===== src/rtl/approx_serial_add_if.sv =====
// Handshake bundle for the approximate bit-serial adder.
// Operands flow in through in_valid/in_ready; results flow out through out_valid/out_ready.
interface approx_serial_add_if #(
  parameter int WIDTH = 32
);
  logic             in_valid;
  logic             in_ready;
  logic [WIDTH-1:0] a;
  logic [WIDTH-1:0] b;
  logic             out_valid;
  logic             out_ready;
  logic [WIDTH-1:0] sum;
  logic             c_out;

  modport master (
    output in_valid, a, b, out_ready,
    input  in_ready, out_valid, sum, c_out
  );

  modport slave (
    input  in_valid, a, b, out_ready,
    output in_ready, out_valid, sum, c_out
  );
endinterface


===== src/rtl/approx_serial_add.sv =====
// Bit-serial adder, LSB first, one bit per clock.
// The low APPROX_BITS positions use OR for the sum and drop the incoming carry.
module approx_serial_add #(
  parameter int WIDTH       = 32,
  parameter int APPROX_BITS = 4
) (
  input  logic                clk,
  input  logic                rst,
  approx_serial_add_if.slave  bus
);

  localparam int CW = $clog2(WIDTH);
  localparam logic [CW-1:0] LAST = CW'(WIDTH - 1);
  localparam logic [CW:0]   AB   = (CW + 1)'(APPROX_BITS);

  localparam logic [1:0] IDLE = 2'd0;
  localparam logic [1:0] RUN  = 2'd1;
  localparam logic [1:0] DONE = 2'd2;

  logic [1:0]       state;
  logic [CW-1:0]    cnt;
  logic             carry;
  logic [WIDTH-1:0] a_q;
  logic [WIDTH-1:0] b_q;
  logic [WIDTH-1:0] sum_q;
  logic             c_q;

  logic approx;
  logic sbit;
  logic ncarry;

  always_comb begin
    approx = ({1'b0, cnt} < AB);
    sbit   = 1'b0;
    ncarry = 1'b0;
    if (approx) begin
      sbit   = a_q[0] | b_q[0];
      ncarry = a_q[0] & b_q[0];
    end else begin
      sbit   = a_q[0] ^ b_q[0] ^ carry;
      ncarry = (a_q[0] & b_q[0]) |
               (a_q[0] & carry)  |
               (b_q[0] & carry);
    end
  end

  // a_q doubles as the sum shift register: each sum bit enters at the
  // top as the consumed operand bit leaves at the bottom.
  always_ff @(posedge clk) begin
    if (rst) begin
      state <= IDLE;
      cnt   <= '0;
      carry <= 1'b0;
      a_q   <= '0;
      b_q   <= '0;
      sum_q <= '0;
      c_q   <= 1'b0;
    end else begin
      case (state)
        IDLE: begin
          if (bus.in_valid) begin
            a_q   <= bus.a;
            b_q   <= bus.b;
            cnt   <= '0;
            carry <= 1'b0;
            state <= RUN;
          end
        end
        RUN: begin
          a_q   <= {sbit, a_q[WIDTH-1:1]};
          b_q   <= b_q >> 1;
          carry <= ncarry;
          cnt   <= cnt + 1'b1;
          if (cnt == LAST) begin
            sum_q <= {sbit, a_q[WIDTH-1:1]};
            c_q   <= ncarry;
            state <= DONE;
          end
        end
        DONE: begin
          if (bus.out_ready) state <= IDLE;
        end
        default: state <= IDLE;
      endcase
    end
  end

  assign bus.in_ready  = (state == IDLE);
  assign bus.out_valid = (state == DONE);
  assign bus.sum       = sum_q;
  assign bus.c_out     = c_q;

endmodule


===== src/flat_wrapper.sv =====
// flat-port wrapper written by rule: the top's interface ports become plain ports
module approx_serial_add_flat 
#(
  parameter int WIDTH       = 32,
  parameter int APPROX_BITS = 4
)
  (clk, rst, bus_in_valid, bus_a, bus_b, bus_out_ready, bus_in_ready, bus_out_valid, bus_sum, bus_c_out);
  approx_serial_add_if #(.WIDTH(WIDTH)) bus_i ();
  input  logic clk;
  input  logic rst;
  input wire logic [$bits(bus_i.in_valid)-1:0] bus_in_valid;
  input wire logic [$bits(bus_i.a)-1:0] bus_a;
  input wire logic [$bits(bus_i.b)-1:0] bus_b;
  input wire logic [$bits(bus_i.out_ready)-1:0] bus_out_ready;
  output wire logic [$bits(bus_i.in_ready)-1:0] bus_in_ready;
  output wire logic [$bits(bus_i.out_valid)-1:0] bus_out_valid;
  output wire logic [$bits(bus_i.sum)-1:0] bus_sum;
  output wire logic [$bits(bus_i.c_out)-1:0] bus_c_out;
  assign bus_i.in_valid = bus_in_valid;
  assign bus_i.a = bus_a;
  assign bus_i.b = bus_b;
  assign bus_i.out_ready = bus_out_ready;
  assign bus_in_ready = bus_i.in_ready;
  assign bus_out_valid = bus_i.out_valid;
  assign bus_sum = bus_i.sum;
  assign bus_c_out = bus_i.c_out;
  approx_serial_add #(.WIDTH(WIDTH), .APPROX_BITS(APPROX_BITS)) u_core (.clk(clk), .rst(rst), .bus(bus_i));
endmodule

===== config.mk =====
export PLATFORM = sky130hd
export DESIGN_NAME = approx_serial_add_flat
export DESIGN_NICKNAME = d
export VERILOG_FILES = /design/src/rtl/approx_serial_add_if.sv /design/src/rtl/approx_serial_add.sv /design/src/flat_wrapper.sv
export SDC_FILE = /design/constraint.sdc
export NUM_CORES = 1
export LEC_CHECK = 0
export CORE_ASPECT_RATIO = 2
export CORE_MARGIN = 3
export CORE_UTILIZATION = 65
export DETAILED_ROUTE_END_ITERATION = 16
export DONT_BUFFER_PORTS = 1
export PLACE_DENSITY = 0.81
export SETUP_SLACK_MARGIN = 0.05
export SLEW_MARGIN = 20
export SYNTH_ARGS = -nofsm -noshare
export SYNTH_HDL_FRONTEND = slang
export SYNTH_SLANG_ARGS = --single-unit

===== constraint.sdc =====
create_clock -name clk -period 5.1 [get_ports clk]
set_clock_uncertainty 0.1 [all_clocks]
set_input_delay 0.51 -clock clk [delete_from_list [all_inputs] [get_ports clk]]
set_output_delay 0.51 -clock clk [all_outputs]
set_load 0.005 [all_outputs]

==> flow_summary.json, run 1 <==
{
  "final_nets": 579,
  "yosysWarnings": 0,
  "finalHoldViolCount": 0,
  "holdPathStages": 1,
  "hp-start": "rst",
  "pin_count": 103,
  "first_pass_iters": 5,
  "hpwl_mm": 6.71,
  "p_clk_frac": 0.373,
  "combPwrFrac": 0.106,
  "cp-end-kind": "flop",
  "report.final.slew_viol_count": 0,
  "clk_pin_slew_worst_paths_ps": 70,
  "grt_overflow": 0,
  "ff2ff_path_depth": 3,
  "globalplace.congestion": 0.797,
  "core_um2": 7320,
  "p_per_area_nw_per_um2": 351,
  "cp-start-kind": "flop",
  "pwr-share-seq": 0.520,
  "grt_max_degree": 108,
  "grt_pass1_vias": 3687,
  "critical_path_class": "reg2reg",
  "critPathMaxFanout": 68,
  "area_growth_pct": 2.41,
  "synth.distinct_cells": 36,
  "clockRootBuffer": "clkbuf_16",
  "arrival_ps": 2770,
  "path_buf_inv": 1,
  "drc": 0,
  "cts_sinks": 105,
  "syn-num-nets": 620,
  "wl_mm": 10.6,
  "vias": 3777,
  "drt_iter0_markers": 314,
  "layout.cells.non_filler": 603,
  "viasPerCell": 6.26,
  "path_cells": "clkinv_2 > o22ai_1 > a211oi_2",
  "synth_top_flop_cell": "dfxtp_1",
  "fin_crit_sh": 0.523,
  "grt_pass1_wl_mm": 17.3,
  "synth_compound_area_frac": 0.320,
  "final_common_cell": "nor2_1",
  "synth_top_family_by_area": "compound AO/OA/AOI/OAI gates",
  "drv_cap": 0,
  "synth_fa_ha_area_frac": 0.0142,
  "slowest_stage": "clkinv_2",
  "postCtsHoldBufs": 0,
  "vdd_drop_max_v": 0.000273,
  "rrSetupSlack_ps": 2430,
  "worst_pin_slew_ps": 907,
  "leakage_nw": 1.76,
  "synth-seq-cells": 105,
  "diodes": 0,
  "die_w_um": 67.6,
  "rsz0062_at_grt": "false",
  "swShare": 0.254,
  "placed_cells": 587,
  "final.min_clock_period_ps": 2670,
  "yosysSeqAreaShare": 0.426,
  "worst_hold_slack_ps": 123,
  "die_y_um": 129,
  "fmax_mhz": 375,
  "h-tree-depth": 3,
  "synthArstFlopShare": 0,
  "numPortBuffers": 0,
  "cts_buffer_depth": 2,
  "fillCellCount": 607,
  "post_cts_resized": 0,
  "status": "finished, final reports clean",
  "rr_startpoint": "u_core.state[0]",
  "setup_viol": 0,
  "setup_ws_ps": 2430,
  "layout_common_cells": "126 x nor2_1, 104 x dfxtp_1, 62 x nand2_1",
  "slew_headroom": 0.396,
  "wl_per_cell_um": 17.6,
  "start_util": 0.673,
  "p_sw_w": 0.000450,
  "dp_slack_ps": 2790,
  "worst_hold_path_type": "in2reg",
  "synth_mux_area_frac": 0.00609,
  "synth_xor_area_frac": 0,
  "drive_gt1_frac": 0.164,
  "ant_nets": 0,
  "post_cts_buffers": 0,
  "grtUsageTotal": 0.255,
  "die-area_um2": 8730,
  "cp_top_family": "buffers and inverters",
  "r2r_end": "u_core.b_q[28]",
  "synth_edf_count": 0,
  "antenna_found_initial": 0,
  "syn_inst": 547,
  "syn_area_um2": 4930,
  "yosys.area_share.simple": 0.166,
  "p_int_w": 0.00132,
  "max_stage_delay_ps": 900,
  "tns_ps": 0,
  "syn-mean-instance-area_um2": 9.01,
  "hold_path_end": "u_core.bus.sum[11]",
  "cts_buffers": 9,
  "cts_tree": "yes",
  "clock_latency_ps": 350,
  "row_count": 44,
  "cp.required_ps": 5210
}
-- cells by family (layout without fill, tap and decap cells) --
group | after synthesis | count (layout)
AO/OA/AOI/OAI | 171 | 171
buffers and inverters | 58 | 22
multiplexers | 3 | 3
AND/OR/NAND/NOR | 205 | 205
adder cells (fa/ha/maj) | 5 | 5
flip-flops | 105 | 105
-- power by group through the flow --
stage | combinational [W] | sequential [W] | clock [W]
CTS | 0.000191 | 0.000921 | 0.000669
global route | 0.000211 | 0.000929 | 0.000694
floorplan | 0.000210 | 0.000917 | 0
finish | 0.000188 | 0.000921 | 0.000661
global placement | 0.000179 | 0.000936 | 0
detailed placement | 0.000189 | 0.000939 | 0
-- metrics by stage --
| step | utilization | total power, W | area (um^2) |
|---|---|---|---|
| 2_1_floorplan | - | 0.00113 | 4930 |
| 3_3_place_gp | 0.647 | 0.00112 | 4740 |
| 3_5_place_dp | 0.651 | 0.00113 | 4760 |
| 4_1_cts | 0.690 | 0.00178 | 5050 |
| 5_1_grt | 0.690 | 0.00183 | 5050 |
| 6_report | 0.690 | 0.00177 | 5050 |
-- layout make-up --
type | instances | area (um^2) | area share
multi-input combinational | 384 | 2500 | 0.496
clock inverter | 4 | 27.5 | 0.00545
sequential | 105 | 2110 | 0.417
timing repair buffer | 2 | 22.5 | 0.00446
clock buffer | 12 | 256 | 0.0508
inverter | 4 | 17.5 | 0.00347
tap | 92 | 115 | 0.0228
-- registers in the layout (all words and copies together), names as in the netlist --
| register | cells |
|---|---|
| u_core.b_q | 32 |
| u_core.cnt | 5 |
| u_core.bus.sum | 32 |
| u_core.a_q | 32 |
| u_core.state | 2 |
| u_core.bus.c_out | 1 |
| u_core.carry | 1 |
-- worst max-delay path by stage --
stage | startpoint | slack (ps) | end | cells after the start
2_1_floorplan | u_core.cnt[0] | 3390 | u_core.bus.c_out | 7
4_1_cts | u_core.state[0] | 2770 | u_core.bus.sum[20] | 4
5_1_grt | u_core.state[0] | 2230 | u_core.state[0] | 3
3_5_place_dp | u_core.state[0] | 2790 | u_core.bus.sum[20] | 4
3_3_place_gp | u_core.state[0] | 1990 | u_core.bus.sum[31] | 3
6_report | u_core.state[0] | 2430 | u_core.b_q[28] | 3
-- synthesized netlist by cell type (all sizes together), types with 4 or more instances --
cell type,count,area [um^2]
nor2,126,473
buf,39,260
nand2,62,233
o2bb2ai,58,508
dfxtp,105,2100
inv,4,15.0
clkbuf,15,56.3
ha,4,50.1
nand3b,4,30.0
a211oi,61,758
a21oi,34,170
o22ai,4,25.0
-- per-layer routing --
layer  track usage  wire, um  up-vias
met5             0         0        -
met4         0.105       244        0
met3        0.0624       572       16
met2         0.440      5930       89
met1         0.292      3880     1817
li1              -         -     1855
Note: power is estimated with default switching activity, not from simulation.
==> run 2, diff against run 1 <==
Settings changed: CORE_UTILIZATION 65 to 57, PLACE_DENSITY 0.81 to 0.75.
Clock period 5.1 ns to 2.4 ns, I/O delays scaled along.
==> run 2 against run 1 <==
Effect of this change: core utilization shrank 0.24 points; critical path type unchanged; sequential power grew 110%; worst setup slack lost 2300 ps; sequential share of layout area shrank 4.9 points; critical path depth grew 6; combinational power grew to 2.6 times the previous value.
==> flow_summary.json, run 2 (synthesis results as in run 1) <==
{
  "worst_pin_slew_ps": 662,
  "cts_sinks": 105,
  "clock_latency_ps": 350,
  "cts_buffers": 9,
  "p_per_area_nw_per_um2": 667,
  "report.final.slew_viol_count": 0,
  "p_sw_w": 0.00102,
  "cp-end-kind": "flop",
  "combPwrFrac": 0.127,
  "grt_max_degree": 108,
  "worst_hold_slack_ps": 17.5,
  "postPlaceCellArea_um2": 4830,
  "pin_count": 103,
  "finalHoldViolCount": 0,
  "numPortBuffers": 0,
  "clk_pin_slew_worst_paths_ps": 70,
  "wl_mm": 11.7,
  "hp-start": "bus_in_valid",
  "die_w_um": 71.8,
  "cp.required_ps": 2530,
  "cts_buffer_depth": 2,
  "busiest_layer": "met2",
  "wl_per_cell_um": 17.4,
  "grt_pass1_vias": 3996,
  "final.min_clock_period_ps": 2290,
  "swShare": 0.266,
  "slew_headroom": 0.559,
  "drc": 0,
  "p_clk_frac": 0.367,
  "fin_crit_sh": 0.956,
  "final_util": 0.687,
  "row_count": 47,
  "status": "finished, final reports clean",
  "grt_overflow": 0,
  "area_growth_pct": 16.4,
  "globalplace.congestion": 0.837,
  "pwr-share-seq": 0.506,
  "use_met2": 0.413,
  "arrival_ps": 2430,
  "rrSetupSlack_ps": 110,
  "rsz0062_at_grt": "false",
  "cp-start-kind": "flop",
  "fin_area_um2": 5740,
  "die-area_um2": 9870,
  "antenna_found_initial": 0,
  "final_common_cell": "nor2_1",
  "cp-startpoint": "u_core.cnt[0]",
  "rr_startpoint": "u_core.cnt[0]",
  "drt_iter0_markers": 226,
  "clockRootBuffer": "clkbuf_16",
  "critical_path_class": "reg2reg",
  "viasPerCell": 6.05,
  "p_int_w": 0.00281,
  "drive_gt1_frac": 0.181,
  "gr-usage-met3": 0.0373,
  "h-tree-depth": 3,
  "start_util": 0.591,
  "setup_viol": 0,
  "first_pass_iters": 4,
  "grt_pass1_wl_mm": 18.5,
  "vias": 4063,
  "diodes": 0,
  "drv_cap": 0,
  "worst_hold_path_type": "in2reg",
  "final_nets": 643,
  "leakage_nw": 2.16,
  "cts_tree": "yes",
  "tns_ps": 0,
  "ant_nets": 0,
  "die_y_um": 138,
  "layout_common_cells": "125 x nor2_1, 102 x dfxtp_1, 62 x nand2_1",
  "fmax_mhz": 436,
  "met1_usage": 0.263,
  "grtUsageTotal": 0.233,
  "critPathMaxFanout": 12,
  "core_um2": 8350,
  "vdd_drop_max_v": 0.000416,
  "hpwl_mm": 6.95
}
run 2: cell types whose count changed in the layout (fill, tap and decap cells not counted), moves of 3 or more:
cell           previous run  this run
buf_4                     1        11
clkinv_2                  4         1
clkinvlp_4                0         3
dlygate4sd3_1             0        50
run 2: critical path: stages, from the launching register on:
cell	delay [ps]
dfxtp_4	350
ha_4	160
and3_1	170
ha_2	180
and3b_2	220
buf_4	140
clkbuf_16	160
nand2_1	70
a21oi_1	50
dlygate4sd3_1	560
run 2: power by group through the flow:
stage	sequential, W	combinational (W)	clock (W)
2_1_floorplan	0.00195	0.000446	0
3_3_place_gp	0.00197	0.000410	0
3_5_place_dp	0.00197	0.000430	0
4_1_cts	0.00193	0.000438	0.00142
5_1_grt	0.00195	0.000544	0.00149
6_report	0.00194	0.000486	0.00140
run 2: path summary, 6_finish.rpt:
check / cells past startpoint / to
setup / recovery: 9 / u_core.bus.sum[27]
hold / removal: 2 / u_core.a_q[2]
setup reg to reg: 9 / u_core.bus.sum[27]
hold reg to reg: 2 / u_core.b_q[18]
run 2: routing by layer:
layer / share of wire / up-vias / routed length, um
li1: - / 1981 / -
met1: 0.38 / 1954 / 4470
met2: 0.54 / 107 / 6350
met3: 0.048 / 21 / 558
met4: 0.026 / 0 / 303
met5: 0 / - / 0
run 2: cell type report:
class                      instances  area, um^2
multi-input combinational        384        2520
sequential                       105        2110
fill                             673        2610
inverter                           4        18.8
clock inverter                     5        40.0
timing repair buffer              66         687
clock buffer                      10         239
tap                               98         123
run 2: through the flow:
stage	std cells	power, W	setup WS, ps
final	672	0.00383	105
after CTS	658	0.00380	71.9
after global placement	601	0.00238	564
after detailed placement	601	0.00240	491
after floorplan	547	0.00239	694
after global routing	672	0.00398	40.7
run 2: repair_timing:
action | CTS | global route
resized for setup | 0 | 15
hold buffers | 42 | 9
buffers inserted | 0 | 4
setup endpoints to repair | 0 | 38
hold endpoints to repair | 105 | 63
